$ cat config.mk
export PLATFORM = sky130hd
export DESIGN_NAME = dpll_nco
export DESIGN_NICKNAME = d
export VERILOG_FILES = /design/src/rtl/dpll_pkg.sv /design/src/rtl/dpll_fcw_clamp.sv /design/src/rtl/dpll_nco.sv
export SDC_FILE = /design/constraint.sdc
export NUM_CORES = 1
export LEC_CHECK = 0
export BUFFER_PORTS_ARGS = -buffer_cell sky130_fd_sc_hd__buf_2
export CAP_MARGIN = 20
export CORE_MARGIN = 3
export CORE_UTILIZATION = 45
export DETAILED_ROUTE_END_ITERATION = 8
export PLACE_DENSITY = 0.66
export SLEW_MARGIN = 20
export SYNTH_ARGS = -nofsm -noshare
export SYNTH_HDL_FRONTEND = slang
export SYNTH_SLANG_ARGS = --single-unit
$ cat constraint.sdc
create_clock -name clk -period 5.2 [get_ports clk]
set_clock_uncertainty 0.2 [all_clocks]
set_input_delay 0.26 -clock clk [delete_from_list [all_inputs] [get_ports clk]]
set_output_delay 0.26 -clock clk [all_outputs]
set_load 0.02 [all_outputs]
$ cat src/rtl/dpll_pkg.sv
// Shared DPLL constants: loop-filter/NCO word widths, zero-offset control value
// and the default NCO centre frequency and clamp window.
package dpll_pkg;

    localparam int CTRL_W     = 20;
    localparam int ACC_W      = 24;
    localparam int CTRL_MID   = 100000;
    localparam int CTRL_SHIFT = 2;

    localparam logic [ACC_W-1:0] CENTER_FCW = 24'h100000;
    localparam logic [ACC_W-1:0] FCW_MIN    = 24'h0FC000;
    localparam logic [ACC_W-1:0] FCW_MAX    = 24'h110000;

endpackage

$ cat src/rtl/dpll_fcw_clamp.sv
// Combinational FCW builder: adds the signed offset to the centre frequency
// and limits the result to the allowed FCW window, flagging any clamp.
module dpll_fcw_clamp
    import dpll_pkg::*;
#(
    parameter int               ACC_W      = dpll_pkg::ACC_W,
    parameter int               CTRL_W     = dpll_pkg::CTRL_W,
    parameter logic [ACC_W-1:0] CENTER_FCW = dpll_pkg::CENTER_FCW,
    parameter logic [ACC_W-1:0] FCW_MIN    = dpll_pkg::FCW_MIN,
    parameter logic [ACC_W-1:0] FCW_MAX    = dpll_pkg::FCW_MAX
) (
    input  logic [CTRL_W+1:0] offset_i,
    output logic [ACC_W-1:0]  fcw_o,
    output logic              sat_o
);

    localparam int SUM_W = ACC_W + 2;
    localparam int OFF_W = CTRL_W + 2;

    logic signed [SUM_W-1:0] sum;
    logic signed [SUM_W-1:0] lo;
    logic signed [SUM_W-1:0] hi;

    // Two guard bits keep the sum's sign and overflow before the compare.
    assign lo  = $signed({2'b00, FCW_MIN});
    assign hi  = $signed({2'b00, FCW_MAX});
    assign sum = $signed({2'b00, CENTER_FCW})
               + $signed({{(SUM_W-OFF_W){offset_i[OFF_W-1]}}, offset_i});

    always_comb begin
        fcw_o = sum[ACC_W-1:0];
        sat_o = 1'b0;
        if (sum > hi) begin
            fcw_o = FCW_MAX;
            sat_o = 1'b1;
        end else if (sum < lo) begin
            fcw_o = FCW_MIN;
            sat_o = 1'b1;
        end
    end

endmodule

$ cat src/rtl/dpll_nco.sv
// DPLL numerically controlled oscillator: two-stage control word to FCW
// conversion feeding a free-running wrapping phase accumulator.
module dpll_nco
    import dpll_pkg::*;
#(
    parameter int               ACC_W      = dpll_pkg::ACC_W,
    parameter int               CTRL_W     = dpll_pkg::CTRL_W,
    parameter int               CTRL_MID   = dpll_pkg::CTRL_MID,
    parameter int               CTRL_SHIFT = dpll_pkg::CTRL_SHIFT,
    parameter logic [ACC_W-1:0] CENTER_FCW = dpll_pkg::CENTER_FCW,
    parameter logic [ACC_W-1:0] FCW_MIN    = dpll_pkg::FCW_MIN,
    parameter logic [ACC_W-1:0] FCW_MAX    = dpll_pkg::FCW_MAX
) (
    input  logic              clk,
    input  logic              rst,
    input  logic [CTRL_W-1:0] ctrl_in,
    input  logic              ctrl_valid,
    output logic              ctrl_ready,
    input  logic              freeze,
    output logic [ACC_W-1:0]  fcw_out,
    output logic              sat,
    output logic              nco_out,
    output logic [7:0]        phase_out,
    output logic              tick
);

    localparam int OFF_W = CTRL_W + 2;

    logic                    busy_q;
    logic [OFF_W-1:0]        offset_q;
    logic [ACC_W-1:0]        acc_q;
    logic [ACC_W-1:0]        fcw_q;
    logic                    sat_q;
    logic                    tick_q;

    logic                    accept;
    logic signed [OFF_W-1:0] ctrl_s;
    logic signed [OFF_W-1:0] diff;
    logic signed [OFF_W-1:0] offset_d;
    logic [ACC_W-1:0]        fcw_d;
    logic                    sat_d;
    logic [ACC_W:0]          acc_d;

    assign ctrl_ready = !busy_q && !freeze;
    assign accept     = ctrl_valid && ctrl_ready;

    assign ctrl_s   = $signed({2'b00, ctrl_in});
    assign diff     = ctrl_s - $signed(OFF_W'(CTRL_MID));
    assign offset_d = diff >>> CTRL_SHIFT;

    dpll_fcw_clamp #(
        .ACC_W      (ACC_W),
        .CTRL_W     (CTRL_W),
        .CENTER_FCW (CENTER_FCW),
        .FCW_MIN    (FCW_MIN),
        .FCW_MAX    (FCW_MAX)
    ) u_clamp (
        .offset_i (offset_q),
        .fcw_o    (fcw_d),
        .sat_o    (sat_d)
    );

    // The extra top bit is the wrap carry that becomes next cycle's tick.
    assign acc_d = {1'b0, acc_q} + {1'b0, fcw_q};

    always_ff @(posedge clk or negedge rst) begin
        if (!rst) begin
            busy_q   <= 1'b0;
            offset_q <= '0;
            acc_q    <= '0;
            fcw_q    <= CENTER_FCW;
            sat_q    <= 1'b0;
            tick_q   <= 1'b0;
        end else begin
            busy_q <= accept;
            if (accept) begin
                offset_q <= offset_d;
            end
            if (busy_q) begin
                fcw_q <= fcw_d;
                sat_q <= sat_d;
            end
            acc_q  <= acc_d[ACC_W-1:0];
            tick_q <= acc_d[ACC_W];
        end
    end

    assign fcw_out   = fcw_q;
    assign sat       = sat_q;
    assign tick      = tick_q;
    assign nco_out   = acc_q[ACC_W-1];
    assign phase_out = acc_q[ACC_W-1 -: 8];

endmodule

==> results.toml, run 1 <==
[timing]
min_period_ns = 2.61
setup_violations = 0
finalSetupTns_ns = 0
relSlewSlack = 0.449
clock.fmax_mhz = 382
rsz0062_at_grt = "no"
timing.final.crit_share = 0.503
slew_viol_final = 0
worstMarginPinSlew_ns = 0.824
final_hold_viol_count = 0
whs_ns = 0.0160
layout_setup_ws_ns = 2.59

[floorplanning]
die_h_um = 95.6
die_area_mm2 = 0.00914
io_pins = 60
initial_utilization = 0.465
chipWidth_um = 95.6
core_mm2 = 0.00777
rows = 32

[setup_path]
cp-end-kind = "flop"
crit_arrival_ns = 2.64
worstPathMaxFanout = 5
start_kind = "flop"
slowest_stage = "fa_1"
cp_slowest_stage_delay_ns = 0.43
required_ns = 5.23
crit_type = "reg2reg"
crit_chain = "ha_1, fa_1, a211oi_1, o21bai_2, a21o_4, a21oi_2, o31ai_1, xor2_1"

[place]
place.gp.congestion = 0.852
numPlacedInstances = 506
port_buffers = 54
post-dp-hpwl_um = 5450
place_ws_ns = 2.59

[yosys]
syn_area_per_cell_um2 = 9.84
yosys.area_share.simple = 0.136
async_flop_share = 1.00
synthMuxAreaShare = 0.00312
yosysSeqAreaShare = 0.458
synth_area_leader_cell = "dfrtp_1"
synth_top_family_by_area = "compound AO/OA/AOI/OAI gates"
syn_area_mm2 = 0.00361
synth_xor_area_frac = 0.0776
synth_edf_count = 0
synthAdderAreaFrac = 0.0817
synth_flop_cell = "dfrtp_1"
synth_cell_types = 51
synth_top_area_share = 0.450
netlist_instances = 367
synth_top_cells_by_area = "dfrtp_1 (45%), ha_1 (7.6%), nand2_1 (4.7%), xnor2_1 (4.4%), a21oi_1 (3.5%)"
ys_ff_latch = 66
synth_compound_area_frac = 0.192
ys_warn_count = 0

[cts]
numClockSinks = 66
clkTransAtPathRegs_ns = 0.08
cts_resized = 0
cts-buffers-inserted = 9
cts_tree = "yes"
root_buffer = "clkbuf_8"
clk_latency_ns = 0.35
cts_buffer_depth = 2
cts.htree.levels = 3

[power]
p_total_w = 0.00215
cellPowerDensity_mw_per_mm2 = 516
peakVddDrop_mv = 0.147
leakage_nw = 2.02

[grt]
grt_antenna_before_repair = 0
grt_max_degree = 67
grt_pass1_vias = 2629
track_usage = 0.173
grt-ovfl-total = 0
grt_first_pass_wirelength_um = 12400

[routing]
vias_per_cell = 5.25
antenna_left = 0
drc = 0
route.vias.total = 2774
wl_per_cell_um = 14.0
drt_first_pass_iters = 4
drt_iter0_drc = 77
routed_wl_um = 7410

[layout]
fin_cells = 528
antenna_cells = 0
syn_to_final_growth_pct = 15.4
final_nets = 468
final.fill_count = 736
drive_above_1_share = 0.190

[job]
maxCapViolCount = 0

[hold_path]
hold_class = "in2reg"

[status]
outcome = "completed"
[critical path, delay by kind of cell (launching register included)]
kind,cells,cell delay (ns)
compound gates,5,1.07
fa+ha+maj,2,0.67
flops,1,0.41
xor+xnor,1,0.16
[registers in the layout (all words and copies together), names as in the netlist]
name,cells
sat,1
fcw_out,20
busy_q,1
offset_q,19
tick,1
acc_q,24
[power by group]
group	total [W]	internal, W	switching (W)
clock	0.000443	0.000247	0.000196
combinational	0.000939	0.000390	0.000549
sequential	0.000769	0.000669	0.0000997
total	0.00215	0.00131	0.000844
[metal layers]
layer	wire [µm]	GRT usage
met1	3560	0.233
met3	250	0.0260
met5	0	0
met4	122	0.0711
met2	3480	0.280
[cell families (layout without fill, tap and decap cells)]
logic type	count (synthesis)	count (layout)
compound gates	103	103
simple gates	104	104
mux	1	1
flops	66	66
buf+inv	37	94
fa+ha+maj	23	23
xor+xnor	32	32
other cells	1	3
[worst paths after layout]
check                                  from  slack, ns            to  cells past startpoint
worst max-delay path             fcw_out[0]       2.59     acc_q[20]                      8
worst min-delay path            ctrl_in[19]       0.02  offset_q[18]                      3
worst max register to register   fcw_out[0]       2.59     acc_q[20]                      8
worst min register to register     acc_q[0]       0.28      acc_q[0]                      1
max in group asynchronous               rst       3.83  offset_q[11]                      3
min in group asynchronous               rst       0.42      acc_q[1]                      3
[cells in the final DEF, fill, tap and decap left out, types with 3 or more instances in the layout]
master,count
o211ai_1,6
dfrtp_1,65
and3_1,3
xor2_1,14
clkbuf_8,11
ha_1,22
o21a_1,4
nor3_1,4
a21oi_1,25
a211oi_1,4
nand3_1,5
a21o_1,9
or4_1,3
nand4_1,4
nor2b_1,4
inv_1,16
conb_1,3
nand2_1,45
buf_2,54
dlygate4sd3_1,6
xnor2_1,18
nor4_1,5
nor2_1,22
o21ai_0,25
a22o_1,14
[per-stage QoR]
stage / utilization / cell area, µm²
after floorplan: - / 3620
final: 0.537 / 4170
after global routing: 0.537 / 4170
after global placement: 0.503 / 3900
after CTS: 0.537 / 4170
after detailed placement: 0.503 / 3900
[final cells by class]
cell class	instances	area (µm²)	share of cell area
sequential	66	1650	0.396
timing repair buffer	61	338	0.0810
clock inverter	4	50.0	0.0120
clock buffer	12	155	0.0372
multi-input combinational	266	1780	0.427
tap	102	128	0.0306
inverter	17	63.8	0.0153
[timing repair]
item,CTS,global route
endpoints found under the hold margin,70,0
hold buffers,6,0
buffers inserted,0,0
[synth_stat cells, types with 2 or more instances]
| cell | count |
|---|---|
| nand2_1 | 45 |
| nor4_1 | 5 |
| a21o_1 | 9 |
| o21a_1 | 4 |
| nor2_1 | 22 |
| o21ai_0 | 25 |
| o211ai_1 | 6 |
| inv_1 | 16 |
| xor2_1 | 14 |
| nand4_1 | 4 |
| and3_1 | 3 |
| a211oi_1 | 4 |
| a31oi_1 | 2 |
| or2_2 | 2 |
| or4_1 | 3 |
| nand3_1 | 5 |
| ha_1 | 22 |
| buf_4 | 12 |
| dfrtp_1 | 65 |
| clkbuf_1 | 7 |
| nor2b_1 | 4 |
| xnor2_1 | 18 |
| o21bai_1 | 2 |
| nor3_1 | 4 |
| a21oi_1 | 25 |
| a22o_1 | 14 |
(Power assumes the default switching activity.)
==> inputs of run 2 (changes only) <==
==> constraint.sdc (replaced) <==
create_clock -name clk -period 2.65 [get_ports clk]
set_clock_uncertainty 0.2 [all_clocks]
set_input_delay 0.1325 -clock clk [delete_from_list [all_inputs] [get_ports clk]]
set_output_delay 0.1325 -clock clk [all_outputs]
set_load 0.02 [all_outputs]
==> results.toml, run 2 (synthesis gave the netlist of run 1 again) <==
[setup_path]
required_ns = 2.66
worstPathMaxFanout = 5
reg2regPathDepth = 8
reg2reg_slack_ns = 0.12
cp-end-kind = "flop"
crit_arrival_ns = 2.54
crit_type = "reg2reg"
start_kind = "flop"

[timing]
clock.fmax_mhz = 395
layout_setup_ws_ns = 0.118
finalSetupTns_ns = 0
worstMarginPinSlew_ns = 0.803
min_period_ns = 2.53
setup_violations = 0
timing.final.crit_share = 0.956
relSlewSlack = 0.465
slew_viol_final = 0
final_hold_viol_count = 0
rsz0062_at_grt = "no"

[cts]
clkTransAtPathRegs_ns = 0.08
root_buffer = "clkbuf_8"
numClockSinks = 66
cts-buffers-inserted = 9
cts.htree.levels = 3
cts_tree = "yes"
clk_latency_ns = 0.33
cts_buffer_depth = 2

[grt]
grt_max_degree = 67
grt_first_pass_wirelength_um = 12700
grt_pass1_vias = 2708
grt-ovfl-total = 0
track_usage = 0.178
grt_antenna_before_repair = 0

[routing]
drc = 0
drt_first_pass_iters = 4
drt_iter0_drc = 101
route.vias.total = 2868
wl_per_cell_um = 13.8
routed_wl_um = 7590
antenna_left = 0
vias_per_cell = 5.21

[hold_path]
hold_class = "in2reg"
hold-path-cell-count = 4

[place]
numPlacedInstances = 511
place.gp.congestion = 0.802
place_ws_ns = -0.0144
port_buffers = 54
post-dp-hpwl_um = 5520

[floorplanning]
core_mm2 = 0.00777
initial_utilization = 0.465
io_pins = 60
chipWidth_um = 95.6
rows = 32
die_area_mm2 = 0.00914
die_h_um = 95.6

[power]
peakVddDrop_mv = 0.350
cellPowerDensity_mw_per_mm2 = 972
leakage_nw = 2.12

[layout]
drive_above_1_share = 0.198
final.fill_count = 705
final_nets = 491
regMostFlops = "acc_q"
fin_cells = 551
final_common_cell = "dfrtp_1"
syn_to_final_growth_pct = 21.5
final_cell_mix = "dfrtp_1 (65), buf_2 (54), nand2_1 (45)"
largest_register_ffs = 24
antenna_cells = 0

[job]
maxCapViolCount = 0

[status]
outcome = "completed"
run 2: path summary, 6_finish.rpt:
path | from | end
max in group asynchronous | rst | offset_q[15]
worst min-delay path | ctrl_in[6] | offset_q[4]
worst max-delay path | fcw_out[0] | acc_q[20]
min in group asynchronous | rst | acc_q[3]
worst max register to register | fcw_out[0] | acc_q[20]
worst min register to register | sat | sat
run 2: per-stage QoR:
step	total power, W	instance area, µm²	hold WS [ns]	utilization
floorplan	0.00299	3620	-0.363	-
finish	0.00426	4390	0.000819	0.565
global route	0.00460	4390	0.0317	0.565
global placement	0.00332	3940	0.125	0.507
detailed placement	0.00338	3940	0.134	0.507
CTS	0.00428	4380	0.00112	0.564
run 2: cell type report:
cell class                      count  area (µm²)  share of cell area
Clock buffer                       11         141              0.0322
Clock inverter                      5        55.1              0.0125
Inverter                           17        63.8              0.0145
Multi-Input combinational cell    266        1790               0.408
Sequential cell                    66        1650               0.377
Tap cell                          102         128              0.0291
Timing Repair Buffer               84         556               0.127
run 2: layer usage:
| layer | share of wire | GRT usage | vias up |
|---|---|---|---|
| met5 | 0 | 0 | - |
| met3 | 0.027 | 0.0237 | 4 |
| li1 | - | - | 1461 |
| met4 | 0.0053 | 0.0687 | 0 |
| met2 | 0.48 | 0.288 | 49 |
| met1 | 0.48 | 0.241 | 1354 |
run 2: worst max-delay path: stages (launching register included):
cell and delay [ns]:
dfrtp_1 0.41, ha_1 0.24, fa_2 0.39, a211oi_2 0.28
o21bai_2 0.13, a21o_4 0.25, a21oi_2 0.23, o31ai_1 0.13
xor2_1 0.16
run 2: report_power, final:
group,internal [W],switching (W)
combinational,0.000812,0.00110
clock,0.000458,0.000389
sequential,0.00131,0.000198
run 2: repair_timing:
| item | 4_1_cts | 5_1_grt |
|---|---|---|
| hold buffers | 24 | 0 |
| endpoints found under the hold margin | 84 | 0 |
| setup buffers | 0 | 0 |
| resized for setup | 1 | 2 |
| endpoints found under the setup margin | 1 | 5 |
